File: src/rtl/fp_add_seq_if.sv
// fp_add_seq_if: request, ordered-operand and result bus between requester, fp_add_seq and the adder stage
interface fp_add_seq_if;
  logic        start;
  logic        sub;
  logic [31:0] op_a;
  logic [31:0] op_b;
  logic [31:0] res_in;
  logic        ovf_in;
  logic [5:0]  cnt;
  logic [31:0] a_out;
  logic [31:0] b_out;
  logic        busy;
  logic        done;
  logic [31:0] result;
  logic        overflow;
  modport master (
    output start, sub, op_a, op_b, res_in, ovf_in,
    input  cnt, a_out, b_out, busy, done, result, overflow
  );
  modport slave (
    input  start, sub, op_a, op_b, res_in, ovf_in,
    output cnt, a_out, b_out, busy, done, result, overflow
  );
endinterface

File: src/rtl/fp_add_seq.sv
// fp_add_seq: sequences an FP add/sub through an external adder stage; FP_SEQ_ZERO_BYPASS_EN enables the zero-operand shortcut
module fp_add_seq #(
  parameter logic [5:0] LAST_CNT = 6'd58
) (
  input logic clk,
  input logic rst_n,
  fp_add_seq_if.slave bus
);
  typedef enum logic [1:0] {IDLE, RUN, DRAIN, DONE} state_t;
  state_t state;
  logic [31:0] b_adj;
  logic swap;
  assign b_adj = {bus.op_b[31] ^ bus.sub, bus.op_b[30:0]};
  assign swap = (b_adj[30:23] > bus.op_a[30:23]) ||
                (b_adj[30:23] == bus.op_a[30:23] && b_adj[22:0] > bus.op_a[22:0]);
  always_ff @(posedge clk) begin
    if (!rst_n) begin
      state        <= IDLE;
      bus.cnt      <= 6'd0;
      bus.a_out    <= 32'd0;
      bus.b_out    <= 32'd0;
      bus.busy     <= 1'b0;
      bus.done     <= 1'b0;
      bus.result   <= 32'd0;
      bus.overflow <= 1'b0;
    end else begin
      case (state)
        IDLE: begin
          bus.done <= 1'b0;
          if (bus.start) begin
            bus.a_out <= swap ? b_adj : bus.op_a;
            bus.b_out <= swap ? bus.op_a : b_adj;
            bus.cnt   <= 6'd0;
            bus.busy  <= 1'b1;
            state     <= RUN;
          end
        end
        RUN: begin
`ifdef FP_SEQ_ZERO_BYPASS_EN
          if (bus.b_out[30:0] == 31'd0) begin
            bus.result   <= bus.a_out;
            bus.overflow <= 1'b0;
            bus.done     <= 1'b1;
            state        <= DONE;
          end else if (bus.cnt == LAST_CNT) state <= DRAIN;
          else bus.cnt <= bus.cnt + 6'd1;
`else
          if (bus.cnt == LAST_CNT) state <= DRAIN;
          else bus.cnt <= bus.cnt + 6'd1;
`endif
        end
        DRAIN: begin
          bus.result   <= bus.res_in;
          bus.overflow <= bus.ovf_in;
          bus.done     <= 1'b1;
          state        <= DONE;
        end
        DONE: begin
          bus.done <= 1'b0;
          bus.busy <= 1'b0;
          bus.cnt  <= 6'd0;
          state    <= IDLE;
        end
      endcase
    end
  end
endmodule

File: src/flat_wrapper.sv
// flat-port wrapper written by rule: the top's interface ports become plain ports
module fp_add_seq_flat 
#(
  parameter logic [5:0] LAST_CNT = 6'd58
)
  (clk, rst_n, bus_start, bus_sub, bus_op_a, bus_op_b, bus_res_in, bus_ovf_in, bus_cnt, bus_a_out, bus_b_out, bus_busy, bus_done, bus_result, bus_overflow);
  fp_add_seq_if bus_i ();
  input logic clk;
  input logic rst_n;
  input wire logic [$bits(bus_i.start)-1:0] bus_start;
  input wire logic [$bits(bus_i.sub)-1:0] bus_sub;
  input wire logic [$bits(bus_i.op_a)-1:0] bus_op_a;
  input wire logic [$bits(bus_i.op_b)-1:0] bus_op_b;
  input wire logic [$bits(bus_i.res_in)-1:0] bus_res_in;
  input wire logic [$bits(bus_i.ovf_in)-1:0] bus_ovf_in;
  output wire logic [$bits(bus_i.cnt)-1:0] bus_cnt;
  output wire logic [$bits(bus_i.a_out)-1:0] bus_a_out;
  output wire logic [$bits(bus_i.b_out)-1:0] bus_b_out;
  output wire logic [$bits(bus_i.busy)-1:0] bus_busy;
  output wire logic [$bits(bus_i.done)-1:0] bus_done;
  output wire logic [$bits(bus_i.result)-1:0] bus_result;
  output wire logic [$bits(bus_i.overflow)-1:0] bus_overflow;
  assign bus_i.start = bus_start;
  assign bus_i.sub = bus_sub;
  assign bus_i.op_a = bus_op_a;
  assign bus_i.op_b = bus_op_b;
  assign bus_i.res_in = bus_res_in;
  assign bus_i.ovf_in = bus_ovf_in;
  assign bus_cnt = bus_i.cnt;
  assign bus_a_out = bus_i.a_out;
  assign bus_b_out = bus_i.b_out;
  assign bus_busy = bus_i.busy;
  assign bus_done = bus_i.done;
  assign bus_result = bus_i.result;
  assign bus_overflow = bus_i.overflow;
  fp_add_seq #(.LAST_CNT(LAST_CNT)) u_core (.clk(clk), .rst_n(rst_n), .bus(bus_i));
endmodule
File: config.mk
export PLATFORM = sky130hd
export DESIGN_NAME = fp_add_seq_flat
export DESIGN_NICKNAME = d
export VERILOG_FILES = /design/src/rtl/fp_add_seq_if.sv /design/src/rtl/fp_add_seq.sv /design/src/flat_wrapper.sv
export SDC_FILE = /design/constraint.sdc
export NUM_CORES = 1
export LEC_CHECK = 0
export ABC_AREA = 1
export ABC_CLOCK_PERIOD_IN_PS = 3790
export BUFFER_PORTS_ARGS = -buffer_cell sky130_fd_sc_hd__buf_2
export CAP_MARGIN = 20
export CORE_ASPECT_RATIO = 1.75
export CORE_MARGIN = 3
export CORE_UTILIZATION = 40
export DETAILED_ROUTE_END_ITERATION = 6
export GPL_TIMING_DRIVEN = 0
export PLACE_DENSITY = 0.71
export SYNTH_ARGS = -nofsm -noshare
export SYNTH_HDL_FRONTEND = slang
export SYNTH_SLANG_ARGS = --single-unit
File: constraint.sdc
create_clock -name clk -period 3.79 [get_ports clk]
set_clock_uncertainty 0.1 [all_clocks]
set_input_delay 0.5685 -clock clk [delete_from_list [all_inputs] [get_ports clk]]
set_output_delay 0.5685 -clock clk [all_outputs]
set_load 0.05 [all_outputs]
; Word level (Yosys, flattened, before mapping)
; Cells that the tools add are included.
[op_classes]
addsub = 1
magnitude_cmp = 2
n_eq_ne = 8
n_mux = 11
bitwise_logic = 1
reduce_logical = 11
[op_table]
columns = cell, n
row1 = $mux W32, 2
row2 = $gt A23 B23 Y1, 1
row3 = $pmux W6 S3, 1
row4 = $mux W6, 2
row5 = $eq A8 B8 Y1, 1
row6 = $gt A8 B8 Y1, 1
row7 = $pmux W2 S4, 1
row8 = $add A6 B1 Y6 const B, 1
row9 = $eq A6 B6 Y1 const B, 1
row10 = $reduce_and A2 Y1, 3
row11 = $eq A2 B2 Y1 const B, 2
row12 = $mux W2, 2
row13 = $ne A2 B2 Y1 const B, 2
row14 = $pmux W1 S2, 2
row15 = $reduce_bool A2 Y1, 2
row16 = $reduce_and A3 Y1, 1
row17 = $reduce_bool A3 Y1, 1
row18 = $eq A2 B1 Y1 const B, 1
row19 = $logic_not A2 Y1, 1
row20 = $ne A2 B1 Y1 const B, 1
row21 = $reduce_or A2 Y1, 1
row22 = $logic_and A1 B1 Y1, 1
row23 = $logic_or A1 B1 Y1, 1
row24 = $mux W1, 1
row25 = $xor A1 B1 Y1, 1
[totals]
ff_bits = 107
in_bits = 101
output_inout_bits = 105
wordCells = 42

; Longest topological paths before layout
; Gate-level depths: netlist of run 1.
[depth]
depth_word = 4
depth_mapped = 16
ltp_nobuf = 15

; Worst setup path after synthesis of run 1
; Ideal clock, no wire load.
[synth_path]
path_kind = in2reg
startpoint = in bus_op_a[30]
endpoint = reg u_core.bus.b_out[0]
setup_time_ns = 0.132
arrival_ns = 1.952
required_time_ns = 3.558
slack_ns = 1.605
path_stages = 11
path_buffers = 2
cell_sequence = inv_1 > ha_1 > nand2_1 > nor2_1 > nand4_1 > nand2_1 > buf_2 > buf_6 > nand3_2 > nand3_1 > a21oi_1
[synth_between]
elab_chain_cells = 4
[synth_lines]
columns = element, line_no
row1 = start: declaration, flat_wrapper.sv:12  ; input wire logic [$bits(bus_i.op_a)-1:0] bus_op_a;
row2 = branches (longest 2 deep; another with $gt A8 B8 Y1), -
row3 = $logic_or A1 B1 Y1 (*), fp_add_seq.sv:14  ; assign swap = (b_adj[30:23] > bus.op_a[30:23]) ||
row4 = $mux W32 (*), fp_add_seq.sv:32  ; bus.b_out <= swap ? bus.op_a : b_adj;
row5 = end signal: assignment, fp_add_seq.sv:32
row6 = end: declaration, fp_add_seq_if.sv:22  ; output cnt, a_out, b_out, busy, done, result, overflow
; Every way passes the cells marked *.
; A chain may end at the register's enable or synchronous reset.

; Worst setup path in the final report of run 1
[layout_path]
startpoint = in bus_op_a[30]
endpoint = reg u_core.bus.a_out[8]
[layout_between]
elab_chain_cells = 4
[layout_lines]
columns = element, line_no
row1 = branches (longest 2 deep; another with $gt A8 B8 Y1), -
row2 = $logic_or A1 B1 Y1 (*), fp_add_seq.sv:14
row3 = $mux W32 (*), fp_add_seq.sv:31  ; bus.a_out <= swap ? b_adj : bus.op_a;
row4 = end signal: assignment, fp_add_seq.sv:31
row5 = end: declaration, fp_add_seq_if.sv:22
; Marked as above.

==> results_dict.tcl, run 1 <==
set metrics [dict create \
    first_global_vias 5921 \
    holdBufCountCts 0 \
    hold_depth 3 \
    tritoncts_clock_tree "done" \
    max_freq_mhz 429 \
    route.vias.total 5970 \
    grt_start_max_net_pins 20 \
    clock_tree.htree_level_count 3 \
    detail_route.vias_per_cell 4.89 \
    post-route-drc-count 0 \
    io_buf_count 204 \
    detailed_place.area_sq_mm 0.00733 \
    max_slew_headroom_at_the_worst_pin_pct 49.3 \
    floorplan.die.height_microns 169 \
    register_bit_total_from_synthesis 107 \
    design.die.area_sq_mm 0.0168 \
    synthArstFlopShare_pct 0 \
    dr_pass1_iterations 4 \
    synth.distinct_cells 31 \
    cts_setup_buffers 0 \
    timing.reg2reg.worst_path_depth 8 \
    rsz0062_at_grt "false" \
    critical_path_source_type "input pin" \
    synth.avg_cell_area_sq_um 7.43 \
    detail-route-antenna-nets 0 \
    timing_worst_slew_pin_value_ns 0.761 \
    syn_to_final_growth_pct 25.4 \
    yosys_warnings 0 \
    finalHoldViolations 0 \
    hold_path_class "in -> reg" \
    ys_seq_area_share_pct 35.2 \
    core_util_final_pct 51.2 \
    reg2reg_setup_slack_ns 1.62 \
    max-vdd-ir-drop_v 0.000370 \
    coreArea_sq_mm 0.0149 \
    die_w_microns 99.2 \
    most-common-layout-cells "214 x sky130_fd_sc_hd__buf_2, 178 x sky130_fd_sc_hd__nand2_1, 107 x sky130_fd_sc_hd__dfxtp_1" \
    total_power_mw 4.90 \
    final_cells 1222 \
    fin_nets 1173 \
    cts_resized 0 \
    worstSkewPairLatency_ns 0.35 \
    post_drt_wl_per_cell_microns 14.6 \
    post-route-cell-area_sq_mm 0.00763 \
    crit_type "in -> reg" \
    final_setup_violation_count 0 \
    row_count 59 \
    finalCritPeriodShare_pct 61.6 \
    r2r-start "u_core.state[1]$_SDFFE_PN0P_" \
    numCtsBuffers 9 \
    static-leakage-power_nw 4.01 \
    antenna_cells 0 \
    setup-tns-final_ns 0 \
    initialDrtViolationCount 271 \
    floorplan.initialDensity_pct 40.8 \
    cts.path.max_buffers 2 \
    ratio_of_cells_with_drive_above_1_in_the_final_layout_pct 31.4 \
    path_max_fanout 10 \
    ioPinCount 206 \
    hold_path_endpoint "u_core.bus.result[29]$_SDFFE_PN0P_" \
    dp_hpwl_mm 14.4 \
    synth_edf_count 0 \
    grt_pass1_wl_mm 28.6 \
    clk_transition_reported_paths_ns 0.08 \
    power-per-cell-area_mw_per_mm2 642 \
    synth_nets 958 \
    run_status "completed" \
    min_period_ns 2.33 \
    ff_to_ff_end "u_core.bus.a_out[8]$_SDFFE_PN0P_" \
    worst_ep_arrival_time_ns 2.46 \
    final_common_cell "sky130_fd_sc_hd__buf_2" \
    synthFlopType "sky130_fd_sc_hd__dfxtp_1" \
    grt_antenna_before_repair 0 \
    critical_path.endpoint_type "flip-flop" \
    report.final.slew_viol_count 0 \
    maxCapViolCount 0 \
    clock_sink_count 107 \
    gpl.final_weighted_congestion 0.849 \
    routed_wl_mm 17.9 \
    critPathRequiredTime_ns 3.92 \
    clock_tree.root_cell "sky130_fd_sc_hd__clkbuf_16" \
    placed_cells_incl_taps 1206 \
    worst_hold_startpoint "bus_res_in[29]" \
    grt.overflow.total 0 \
    synthesis.area_sq_mm 0.00608 \
    groute.usage.overall_pct 21.2 \
    synthCells 819 \
]
-- kinds of logic (layout without fill, tap and decap cells) --
logic type | count (synthesis) | after routing | synth area share, %
fa+ha+maj | 38 | 38 | 7.82
buf+inv | 140 | 360 | 12.2
simple gates | 409 | 409 | 34.0
flops | 107 | 107 | 35.2
xor+xnor | 3 | 3 | 0.432
compound gates | 122 | 122 | 10.3
-- critical path, stage by stage --
cell and delay [ns]:
sky130_fd_sc_hd__buf_2 0.09, sky130_fd_sc_hd__inv_1 0.07, sky130_fd_sc_hd__ha_1 0.30, sky130_fd_sc_hd__nand2_1 0.07, sky130_fd_sc_hd__nor2_1 0.14, sky130_fd_sc_hd__nand4_1 0.18, sky130_fd_sc_hd__nand2_1 0.21, sky130_fd_sc_hd__buf_2 0.30
sky130_fd_sc_hd__buf_6 0.22, sky130_fd_sc_hd__nand3_2 0.08, sky130_fd_sc_hd__nand3_1 0.15, sky130_fd_sc_hd__a21oi_1 0.08
-- cells in the mapped netlist, types with 7 or more instances --
cell type	instances	share of area (%)
sky130_fd_sc_hd__a21oi_1	80	6.6
sky130_fd_sc_hd__buf_12	7	2.3
sky130_fd_sc_hd__buf_2	10	0.82
sky130_fd_sc_hd__buf_6	11	2.0
sky130_fd_sc_hd__clkbuf_1	22	1.4
sky130_fd_sc_hd__dfxtp_1	107	35
sky130_fd_sc_hd__ha_1	38	7.8
sky130_fd_sc_hd__inv_1	84	5.2
sky130_fd_sc_hd__nand2_1	178	11
sky130_fd_sc_hd__nand3_1	70	5.8
sky130_fd_sc_hd__nand3_2	62	10
sky130_fd_sc_hd__nor2_1	82	5.1
sky130_fd_sc_hd__o21ai_0	35	2.9
-- through the flow --
stage / worst slack, ns / hold slack, ns
2_1_floorplan: 1.61 / 0.413
3_3_place_gp: 1.08 / 0.349
3_5_place_dp: 1.07 / 0.352
4_1_cts: 1.43 / 0.327
5_1_grt: 1.30 / 0.326
6_report: 1.46 / 0.331
-- flip-flops by register name, summed over array words and instances (netlist names) --
| name | cells |
|---|---|
| u_core.bus.a_out | 32 |
| u_core.bus.b_out | 32 |
| u_core.bus.result | 32 |
| u_core.bus.cnt | 6 |
| u_core.state | 2 |
| u_core.bus.busy | 1 |
| u_core.bus.done | 1 |
| u_core.bus.overflow | 1 |
-- worst max path at each step --
stage / startpoint / to / slack (ns) / depth (start not counted)
final: bus_op_a[30] / u_core.bus.a_out[8]$_SDFFE_PN0P_ / 1.46 / 12
after CTS: bus_op_a[30] / u_core.bus.a_out[7]$_SDFFE_PN0P_ / 1.43 / 12
after detailed placement: bus_op_a[30] / u_core.bus.a_out[7]$_SDFFE_PN0P_ / 1.07 / 12
after floorplan: bus_op_a[30] / u_core.bus.b_out[0]$_SDFFE_PN0P_ / 1.61 / 11
after global routing: bus_op_a[30] / u_core.bus.b_out[16]$_SDFFE_PN0P_ / 1.30 / 12
after global placement: bus_op_a[30] / u_core.bus.a_out[7]$_SDFFE_PN0P_ / 1.08 / 12
-- layer usage --
layer	track usage, %	part of all wire (%)
met5	0	0
met1	21.3	36
met3	4.48	5.8
met4	10.6	4.0
met2	40.3	54
-- power by group --
part	internal, mW	total, mW	switching [mW]	leakage [nW]
combinational	0.624	2.41	1.79	2.99
sequential	1.40	1.54	0.139	0.878
clock	0.478	0.945	0.467	0.142
total	2.50	4.90	2.40	4.01
-- area by class of cell --
type,count,area (sq um)
buffer,51,410
tap,183,229
inverter,89,334
fill,1530,7280
sequential,107,2140
clock buffer,10,239
clock inverter,6,58.8
multi-input combinational,572,3200
timing repair buffer,204,1020
(Power assumes the default switching activity.)
==> run 2: changes to the inputs <==
--- a/config.mk
+++ b/config.mk
@@ -6,7 +6,7 @@
 export NUM_CORES = 1
 export LEC_CHECK = 0
 export ABC_AREA = 1
-export ABC_CLOCK_PERIOD_IN_PS = 3790
+export ABC_CLOCK_PERIOD_IN_PS = 2200
 export BUFFER_PORTS_ARGS = -buffer_cell sky130_fd_sc_hd__buf_2
 export CAP_MARGIN = 20
 export CORE_ASPECT_RATIO = 1.75
==> constraint.sdc (replaced) <==
create_clock -name clk -period 2.2 [get_ports clk]
set_clock_uncertainty 0.1 [all_clocks]
set_input_delay 0.33 -clock clk [delete_from_list [all_inputs] [get_ports clk]]
set_output_delay 0.33 -clock clk [all_outputs]
set_load 0.05 [all_outputs]
==> run 2 against run 1 <==
  * Clock power is 72% higher
  * Flip-flop and latch count stayed put
  * Sequential power is 72% higher
  * Cell count hardly changed
  * Register-to-register slack worse by 1.4 ns
  * First-iteration DRC count is 21% lower
  * Highest routed layer unchanged
  * Final area hardly changed
  * Critical endpoint unchanged
  * Via count is 0.25% higher
  * Critical path depth stayed put
  * Sequential share of layout area hardly changed
==> results_dict.tcl, run 2 (synthesis gave the netlist of run 1 again) <==
set metrics [dict create \
    run_status "completed" \
    final_setup_violation_count 0 \
    clock_tree.htree_level_count 3 \
    finalCritPeriodShare_pct 92.6 \
    min_period_ns 2.04 \
    timing_worst_slew_pin_value_ns 0.730 \
    grt_antenna_before_repair 0 \
    ioPinCount 206 \
    routed_wl_mm 17.9 \
    detail-route-antenna-nets 0 \
    post-route-drc-count 0 \
    first_global_vias 5921 \
    initialDrtViolationCount 215 \
    crit_type "in -> reg" \
    whs_ns 0.0931 \
    hold_path_endpoint "u_core.bus.result[29]$_SDFFE_PN0P_" \
    finalHoldViolations 0 \
    groute.usage.overall_pct 21.2 \
    total_power_mw 8.45 \
    critPathRequiredTime_ns 2.33 \
    floorplan.die.height_microns 169 \
    dp_hpwl_mm 14.4 \
    maxCapViolCount 0 \
    detail_route.vias_per_cell 4.90 \
    ratio_of_cells_with_drive_above_1_in_the_final_layout_pct 31.6 \
    tritoncts_clock_tree "done" \
    r2r-start "u_core.state[1]$_SDFFE_PN0P_" \
    max_freq_mhz 491 \
    setup-tns-final_ns 0 \
    hold_depth 3 \
    max_slew_headroom_at_the_worst_pin_pct 51.3 \
    route.vias.total 5985 \
    grt.overflow.total 0 \
    grt_start_max_net_pins 20 \
    worst_hold_startpoint "bus_res_in[29]" \
    grt_pass1_wl_mm 28.6 \
    largestRegisters "u_core.bus.a_out: 32 flops, u_core.bus.b_out: 32 flops, u_core.bus.result: 32 flops" \
    max-vdd-ir-drop_v 0.000612 \
    core_util_final_pct 51.2 \
    timing.reg2reg.worst_path_depth 7 \
    cts.path.max_buffers 2 \
    path_max_fanout 10 \
    power-per-cell-area_mw_per_mm2 1110 \
    worst_ep_arrival_time_ns 2.17 \
    dr_pass1_iterations 4 \
    coreArea_sq_mm 0.0149 \
    io_buf_count 204 \
    worstSkewPairLatency_ns 0.35 \
    design.die.area_sq_mm 0.0168 \
    syn_to_final_growth_pct 25.5 \
    fin_nets 1172 \
    row_count 59 \
    static-leakage-power_nw 4.01 \
    most-common-layout-cells "213 x sky130_fd_sc_hd__buf_2, 178 x sky130_fd_sc_hd__nand2_1, 107 x sky130_fd_sc_hd__dfxtp_1" \
    clock_sink_count 107 \
    antenna_cells 0 \
    final_common_cell "sky130_fd_sc_hd__buf_2" \
    floorplan.initialDensity_pct 40.8 \
    gpl.final_weighted_congestion 0.849 \
    cts_setup_buffers 0 \
    report.final.slew_viol_count 0 \
    ff_to_ff_end "u_core.bus.a_out[8]$_SDFFE_PN0P_" \
    critical_path_source_type "input pin" \
    clock_tree.root_cell "sky130_fd_sc_hd__clkbuf_16" \
    hold_path_class "in -> reg" \
    die_w_microns 99.2 \
    clk_transition_reported_paths_ns 0.08 \
    numCtsBuffers 9 \
    reg2reg_setup_slack_ns 0.27 \
    post_drt_wl_per_cell_microns 14.6 \
    critical_path.endpoint_type "flip-flop" \
]
## run 2: worst max-delay path: stages
cell and delay [ns]:
sky130_fd_sc_hd__buf_2 0.09, sky130_fd_sc_hd__inv_1 0.07, sky130_fd_sc_hd__ha_1 0.30, sky130_fd_sc_hd__nand2_1 0.07
sky130_fd_sc_hd__nor2_1 0.14, sky130_fd_sc_hd__nand4_1 0.18, sky130_fd_sc_hd__nand2_1 0.21, sky130_fd_sc_hd__clkbuf_4 0.27
sky130_fd_sc_hd__buf_6 0.20, sky130_fd_sc_hd__nand3_2 0.08, sky130_fd_sc_hd__nand3_1 0.15, sky130_fd_sc_hd__a21oi_1 0.08
## run 2: worst max path at each step
stage	start	to	slack, ns	cells after the start
2_1_floorplan	u_core.bus.cnt[0]$_SDFFE_PN0P_	u_core.bus.cnt[5]$_SDFFE_PN0P_	0.09	10
3_3_place_gp	bus_op_a[30]	u_core.bus.a_out[7]$_SDFFE_PN0P_	-0.27	12
3_5_place_dp	bus_op_a[30]	u_core.bus.a_out[7]$_SDFFE_PN0P_	-0.28	12
4_1_cts	u_core.state[0]$_SDFFE_PN0P_	u_core.bus.a_out[27]$_SDFFE_PN0P_	0.01	7
5_1_grt	bus_op_a[30]	u_core.bus.b_out[16]$_SDFFE_PN0P_	-0.002	12
6_report	bus_op_a[30]	u_core.bus.a_out[8]$_SDFFE_PN0P_	0.16	12
## run 2: metal layers
layer / share of wire [%] / GRT usage [%]
met1: 36 / 21.3
met2: 54 / 40.3
met3: 5.8 / 4.48
met4: 4.2 / 10.6
met5: 0 / 0
## run 2: where the power goes
group | leakage, nW | switching [mW] | internal, mW
combinational | 2.99 | 3.09 | 1.08
sequential | 0.878 | 0.240 | 2.41
clock | 0.142 | 0.806 | 0.823
## run 2: through the flow
stage	setup WS, ns	cell area (sq um)	cells
floorplan	0.0875	6080	819
global placement	-0.270	7330	1206
detailed placement	-0.282	7330	1206
CTS	0.0131	7630	1222
global route	-0.00159	7630	1221
finish	0.163	7630	1221
## run 2: final cells by class
cell class | count | area [sq um]
clock inverters | 6 | 58.8
plain buffers | 50 | 410
well taps | 183 | 229
fillers | 1530 | 7280
flip-flops and latches | 107 | 2140
inverters | 89 | 334
multi-input cells | 572 | 3200
repair buffers | 204 | 1020
clock buffers | 10 | 239
## run 2: timing repair
item                                    CTS  global route
hold buffers                              0             0
endpoints found under the hold margin     0             0
resized for setup                         0             4
endpoints found under the setup margin    0            61
